### src/rtl/request_unit_if.sv
// request_unit_if: control-unit requests, memory hits and the resulting memory/PC controls.
interface request_unit_if #(parameter int STALL_W = 16);
    logic cu_iREN, cu_dREN, cu_dWEN, cu_halt, ihit, dhit;
    logic imemREN, dmemREN, dmemWEN, pc_en, halt_out, dmem_timeout;
    logic [STALL_W-1:0] stall_cnt;
    modport master (
        output cu_iREN, cu_dREN, cu_dWEN, cu_halt, ihit, dhit,
        input  imemREN, dmemREN, dmemWEN, pc_en, halt_out, dmem_timeout, stall_cnt
    );
    modport slave (
        input  cu_iREN, cu_dREN, cu_dWEN, cu_halt, ihit, dhit,
        output imemREN, dmemREN, dmemWEN, pc_en, halt_out, dmem_timeout, stall_cnt
    );
endinterface

### src/rtl/request_unit.sv
// request_unit: registers data-memory requests, drives PC enable, sticky halt/timeout and a stall counter.
module request_unit #(
    parameter int STALL_W  = 16,
    parameter int DTIMEOUT = 64
) (
    input logic CLK,
    input logic nRST,
    request_unit_if.slave bus
);
    localparam int TW = (DTIMEOUT > 1) ? $clog2(DTIMEOUT + 1) : 1;
    localparam logic [TW-1:0] TLAST = TW'((DTIMEOUT == 0) ? 0 : DTIMEOUT - 1);
    typedef enum logic [1:0] {FETCH, DATA, HALTED} state_t;
    state_t state_q;
    logic dren_q, dwen_q, halt_q, tmo_q;
    logic [TW-1:0] tcnt_q;
    logic [STALL_W-1:0] stall_q;
    logic memop, pc_en;
    assign memop = bus.cu_dWEN | bus.cu_dREN;
    always_comb begin
        pc_en = (state_q == FETCH) ? (bus.ihit & ~memop & ~bus.cu_halt) :
                (state_q == DATA)  ? bus.dhit : 1'b0;
    end
    assign bus.pc_en        = pc_en;
    assign bus.imemREN      = (state_q == FETCH) & bus.cu_iREN;
    assign bus.dmemREN      = dren_q;
    assign bus.dmemWEN      = dwen_q;
    assign bus.halt_out     = halt_q;
    assign bus.dmem_timeout = tmo_q;
    assign bus.stall_cnt    = stall_q;
    always_ff @(posedge CLK or negedge nRST) begin
        if (!nRST) begin
            state_q <= FETCH;
            dren_q  <= 1'b0;
            dwen_q  <= 1'b0;
            halt_q  <= 1'b0;
            tmo_q   <= 1'b0;
            tcnt_q  <= '0;
            stall_q <= '0;
        end else begin
            if (state_q != HALTED && !pc_en && stall_q != '1)
                stall_q <= stall_q + 1'b1;
            case (state_q)
                FETCH: begin
                    // halt decode outranks any memory op of the same instruction
                    if (bus.ihit && bus.cu_halt) begin
                        state_q <= HALTED;
                        halt_q  <= 1'b1;
                    end else if (bus.ihit && memop) begin
                        state_q <= DATA;
                        dwen_q  <= bus.cu_dWEN;
                        dren_q  <= bus.cu_dREN & ~bus.cu_dWEN;
                        tcnt_q  <= '0;
                    end
                end
                DATA: begin
                    if (bus.dhit) begin
                        state_q <= FETCH;
                        dren_q  <= 1'b0;
                        dwen_q  <= 1'b0;
                    end else begin
                        if (DTIMEOUT != 0 && tcnt_q == TLAST)
                            tmo_q <= 1'b1;
                        if (DTIMEOUT != 0 && tcnt_q != TW'(DTIMEOUT))
                            tcnt_q <= tcnt_q + 1'b1;
                    end
                end
                default: ;
            endcase
        end
    end
endmodule

### src/flat_wrapper.sv
// flat-port wrapper written by rule: the top's interface ports become plain ports
module request_unit_flat 
#(
    parameter int STALL_W  = 16,
    parameter int DTIMEOUT = 64
)
  (CLK, nRST, bus_cu_iREN, bus_cu_dREN, bus_cu_dWEN, bus_cu_halt, bus_ihit, bus_dhit, bus_imemREN, bus_dmemREN, bus_dmemWEN, bus_pc_en, bus_halt_out, bus_dmem_timeout, bus_stall_cnt);
  request_unit_if #(.STALL_W(STALL_W)) bus_i ();
  input logic CLK;
  input logic nRST;
  input wire logic [$bits(bus_i.cu_iREN)-1:0] bus_cu_iREN;
  input wire logic [$bits(bus_i.cu_dREN)-1:0] bus_cu_dREN;
  input wire logic [$bits(bus_i.cu_dWEN)-1:0] bus_cu_dWEN;
  input wire logic [$bits(bus_i.cu_halt)-1:0] bus_cu_halt;
  input wire logic [$bits(bus_i.ihit)-1:0] bus_ihit;
  input wire logic [$bits(bus_i.dhit)-1:0] bus_dhit;
  output wire logic [$bits(bus_i.imemREN)-1:0] bus_imemREN;
  output wire logic [$bits(bus_i.dmemREN)-1:0] bus_dmemREN;
  output wire logic [$bits(bus_i.dmemWEN)-1:0] bus_dmemWEN;
  output wire logic [$bits(bus_i.pc_en)-1:0] bus_pc_en;
  output wire logic [$bits(bus_i.halt_out)-1:0] bus_halt_out;
  output wire logic [$bits(bus_i.dmem_timeout)-1:0] bus_dmem_timeout;
  output wire logic [$bits(bus_i.stall_cnt)-1:0] bus_stall_cnt;
  assign bus_i.cu_iREN = bus_cu_iREN;
  assign bus_i.cu_dREN = bus_cu_dREN;
  assign bus_i.cu_dWEN = bus_cu_dWEN;
  assign bus_i.cu_halt = bus_cu_halt;
  assign bus_i.ihit = bus_ihit;
  assign bus_i.dhit = bus_dhit;
  assign bus_imemREN = bus_i.imemREN;
  assign bus_dmemREN = bus_i.dmemREN;
  assign bus_dmemWEN = bus_i.dmemWEN;
  assign bus_pc_en = bus_i.pc_en;
  assign bus_halt_out = bus_i.halt_out;
  assign bus_dmem_timeout = bus_i.dmem_timeout;
  assign bus_stall_cnt = bus_i.stall_cnt;
  request_unit #(.STALL_W(STALL_W), .DTIMEOUT(DTIMEOUT)) u_core (.CLK(CLK), .nRST(nRST), .bus(bus_i));
endmodule
### config.mk
export PLATFORM = sky130hd
export DESIGN_NAME = request_unit_flat
export DESIGN_NICKNAME = d
export VERILOG_FILES = /design/src/rtl/request_unit_if.sv /design/src/rtl/request_unit.sv /design/src/flat_wrapper.sv
export SDC_FILE = /design/constraint.sdc
export NUM_CORES = 1
export LEC_CHECK = 0
export CORE_MARGIN = 4
export CORE_UTILIZATION = 35
export DETAILED_ROUTE_END_ITERATION = 8
export GPL_TIMING_DRIVEN = 0
export PLACE_DENSITY_LB_ADDON = 0.15
export SYNTH_ARGS = -nofsm -noshare
export SYNTH_HDL_FRONTEND = slang
export SYNTH_SLANG_ARGS = --single-unit
### constraint.sdc
create_clock -name CLK -period 1.8 [get_ports CLK]
set_input_delay 0.36 -clock CLK [delete_from_list [all_inputs] [get_ports CLK]]
set_output_delay 0.36 -clock CLK [all_outputs]
set_load 0.02 [all_outputs]
==> results of run 1 <==
## cells in the mapped netlist, drive strengths merged (2+ instances only)
library cell	number	area [um2]
a211oi	9	102.6
a21oi	7	42.54
a221o	3	30.03
and2	2	12.51
and3	6	37.54
and4	2	20.02
buf	6	66.30
dfrtp	29	725.7
ha	3	37.54
inv	6	22.52
mux2	4	45.04
nand2	10	37.54
nand2b	7	43.79
nand3	4	20.02
nand4	6	52.55
nor2	6	22.52
nor2b	2	12.51
nor3	3	15.01
nor3b	3	22.52
nor4b	2	23.77
o21ai	2	10.01
o21bai	2	18.77
o31ai	2	15.01
or2	2	12.51
xor2	11	96.34
## routing by layer
metal	up-vias	part of all wire (%)	routed length [um]	track usage [%]
met3	9	4.8	189	4.014
met5	-	0	0	0
li1	663	-	-	-
met1	682	43	1693	16.33
met2	34	50	1937	23.29
met4	0	2.1	82	6.294
## worst max-delay path by stage
stage                              endpoint  slack [ns]
CTS                               bus_pc_en       -0.02
finish                            bus_pc_en       0.009
global route                      bus_pc_en       -0.04
floorplan           u_core.bus.stall_cnt[1]        0.07
global placement                  bus_pc_en       -0.80
detailed placement                bus_pc_en       -0.81
## area by class of cell
class	instances	area [um2]	area share [%]
multi-input cells	114	948.4	40.91
flip-flops and latches	29	728.2	31.41
clock inverters	3	65.06	2.806
inverters	6	22.52	0.9714
plain buffers	7	81.33	3.508
well taps	67	83.83	3.616
repair buffers	36	320.3	13.82
clock buffers	5	68.82	2.968
## critical path, delay by kind of cell, from the launching register on
family          cells  cell delay, ns
buf+inv             2            0.28
flops               1            0.42
simple gates        1            0.32
compound gates      1            0.13
## sequential cells by signal, indices dropped and copies added (netlist names)
name / count
u_core.bus.stall_cnt: 16
u_core.tcnt_q: 7
u_core.state_q: 2
u_core.bus.dmemREN: 1
u_core.bus.dmemWEN: 1
u_core.bus.dmem_timeout: 1
u_core.bus.halt_out: 1
## what timing repair did
| action | 4_1_cts | 5_1_grt |
|---|---|---|
| pin swaps | 3 | 3 |
| setup buffers | 5 | 2 |
| resized for setup | 26 | 10 |
| endpoints found under the setup margin | 14 | 14 |
## kinds of logic (layout without fill, tap and decap cells)
group	after synthesis	in the layout	synth area share, %
AND/OR/NAND/NOR	60	60	21.60
AO/OA/AOI/OAI	35	35	19.86
flip-flops	29	29	42.18
buffers and inverters	13	57	5.381
XOR/XNOR	11	11	5.600
multiplexers	5	5	3.200
adder cells (fa/ha/maj)	3	3	2.182
## cell usage in the layout (no fill, tap or decap), types with 3 or more instances in the layout
master / instances
sky130_fd_sc_hd__a221o_1: 3
sky130_fd_sc_hd__buf_4: 10
sky130_fd_sc_hd__xor2_1: 11
sky130_fd_sc_hd__mux2_2: 3
sky130_fd_sc_hd__ha_1: 3
sky130_fd_sc_hd__clkbuf_8: 5
sky130_fd_sc_hd__nor2_1: 6
sky130_fd_sc_hd__nand2_1: 10
sky130_fd_sc_hd__clkdlybuf4s50_1: 21
sky130_fd_sc_hd__a21oi_1: 4
sky130_fd_sc_hd__inv_1: 6
sky130_fd_sc_hd__a21oi_2: 3
sky130_fd_sc_hd__nor3_1: 3
sky130_fd_sc_hd__nand4_1: 5
sky130_fd_sc_hd__nor3b_1: 3
sky130_fd_sc_hd__buf_2: 4
sky130_fd_sc_hd__nand2b_1: 6
sky130_fd_sc_hd__a211oi_2: 8
sky130_fd_sc_hd__dfrtp_1: 27
sky130_fd_sc_hd__nand3_1: 4
sky130_fd_sc_hd__and3_1: 6
## power by group through the flow
stage               sequential [mW]  clock [mW]  combinational, mW
global placement              0.918           0              0.779
detailed placement            0.928           0              0.793
floorplan                     0.989           0              0.433
global route                  0.933       0.877               1.02
finish                        0.912       0.819              0.932
CTS                           0.904       0.845              0.893
==> summary.md, run 1 <==
The power density normalized to cell area came out at 1149 mW/mm2. Clock power share: 30.8%. Counting every instance in the synthesized netlist gives 156. The count of cells along the worst register-to-register path came out at 6. The analysis attributes to net switching a power of 0.8798 mW. The count of nets left with antenna violations after detail routing came out at 0. The routed layout has 1388 vias.

After detailed routing, the average wire length per cell comes to 14.61 um. The layout has 451 filler cells. The share of total power in sequential cells is 34.2%. Among all flip-flop cells after synthesis, the most frequent one is sky130_fd_sc_hd__dfrtp_1. Tracing the worst setup path back leads to its startpoint at u_core.state_q[0].

The chip height works out to 78.11 um. The tools report the data arrival time of the worst path as 1.43 ns. The number of different library cells in the post-synthesis netlist was 53; the final standard cell area without fillers was 0.002318 mm2.

Setup repair after global routing could not meet its margin everywhere. The logs give 54.53% for the worst relative slew slack and 25 for the number of rows created at floorplan. In this run the critical register-to-register path is launched from u_core.bus.stall_cnt[2]. The die covers 0.006101 mm2. Buffers inserted to repair hold after CTS numbered 0.

The number of max-slew violations in the final report was 0; the number of nets in the finished design was 210. Setup slack on the worst reg-to-reg path comes out at 0.09 ns. The first global-routing pass estimated 6748 um of wire. The initial antenna violation count is 0.

By startpoint and endpoint, the worst setup path is classified as flop to output pin. Timing would allow up to 558.4 MHz. Summed over all nets, the half-perimeter wirelength after detailed placement is 2720 um.

Global routing used 13.86% of the available tracks. The largest stage delay on the critical path was 0.42 ns. The post-layout instance count excluding filler cells is 267, and the number of endpoints failing setup at the final stage is 0. On the final layout, the worst clock skew is 0.009440 ns.

The logs give 3902 um for the total length of routed wires and 167 for the post-synth net total. The mapped netlist covers 0.001720 mm2. STA classifies the critical path startpoint as a flop. The per-instance average area after synthesis is 11.03 um2. In the routed design, unresolved DRC markers number 0. Summed over all failing endpoints, the final setup total negative slack is 0 ns.

The logs give 65 for the initial DRC count and 0 for the count of warnings emitted by yosys. In this run the number of H-tree levels came out at 2. The capture point of the worst reg-to-reg path was u_core.bus.stall_cnt[1].

The remaining global-route overflow was 0. The leakage power is 1.050 nW. The repair_antennas step left the layout with diodes totalling 0. The buffer cell driving the clock tree root was sky130_fd_sc_hd__clkbuf_8.

The number of hold violations in the final report was 0. The starting density of the core came out at 36.18%. The final weighted congestion in routability-driven placement is 0.7905, and the overall power consumption is 2.664 mW.

After synthesis the netlist holds a flip-flop and latch count of 29. Buffers inserted during clock tree synthesis total 5. The worst setup slack after placement is -0.8110 ns, and the clock period minus final worst setup slack is 1.791 ns. In this run the worst path has a maximum fanout of 4. In this run the deepest clock path goes through 2 buffers. The critical path goes through buf_8 -> or3_4 -> a21oi_2 -> buf_4.

Clock latency on the worst-skew pair, taken at its later pin, is 0.29 ns. The die is 78.11 um wide. Summing all placed instances gives a cell area of 0.002095 mm2. The largest vdd supply drop was 474.5 uV.

Of the cells placed in the final design, the portion with a size suffix greater than 1 is 27.50%. Entering global routing, the biggest net connects 30 pins. TritonCTS built the clock tree. Yosys mapped a number of flops with a built-in enable equal to 0. The part of the power in combinational logic was 35.0%.

The flow ran to the end, and the final reports show no timing, DRC or antenna violations. For the worst endpoint required time, the log shows 1.44 ns. The switching part of the total is 33.02%. The standard cell with the maximum stage delay on the critical path is sky130_fd_sc_hd__dfrtp_2. Class of the tightest hold or removal check: input port to asynchronous set/reset pin.

The floorplan core area was 0.004755 mm2; the post-detailed-route via-to-cell ratio was 5.199. During I/O placement, the number of pins put on the boundary was 30. At the pin with the least slew margin, the transition time is 0.6821 ns. The number of detailed-route iterations in the first pass came out at 4. At the end of the flow the core is filled with cells to 48.76%. The via count of the first global-routing pass is 1430. Max-cap violations in this run came to 0. Counting every sink on the clock net gives 29. Cell internal power was estimated by the tool at 1.785 mW.

Share of the yosys chip area belonging to registers: 42.18%. The final critical path takes up 99.50% of the cycle. For this run, asynchronously set or reset flops after synthesis account for 100.0%. Hold timing on the final database bottoms out at a slack of 0.1054 ns.

In the post-route analysis, the smallest setup slack over all paths is 0.009080 ns. After clock tree synthesis, the clock-pin slew on the worst setup and hold paths is 0.07 ns. The number of instances in the placed design is 252, and the quantity of I/O buffers inserted on ports is 29. The element type at the critical path end is an output pin. From synthesis to final layout, the design area changed by 34.76%.
Power figures use the tool's default switching activity.
==> run 2: changes to the inputs <==
Settings changed: CTS_CLUSTER_DIAMETER set to 60.
==> results of run 2 <==
No change in the layout: final DEF, timing and power equal those of run 1.
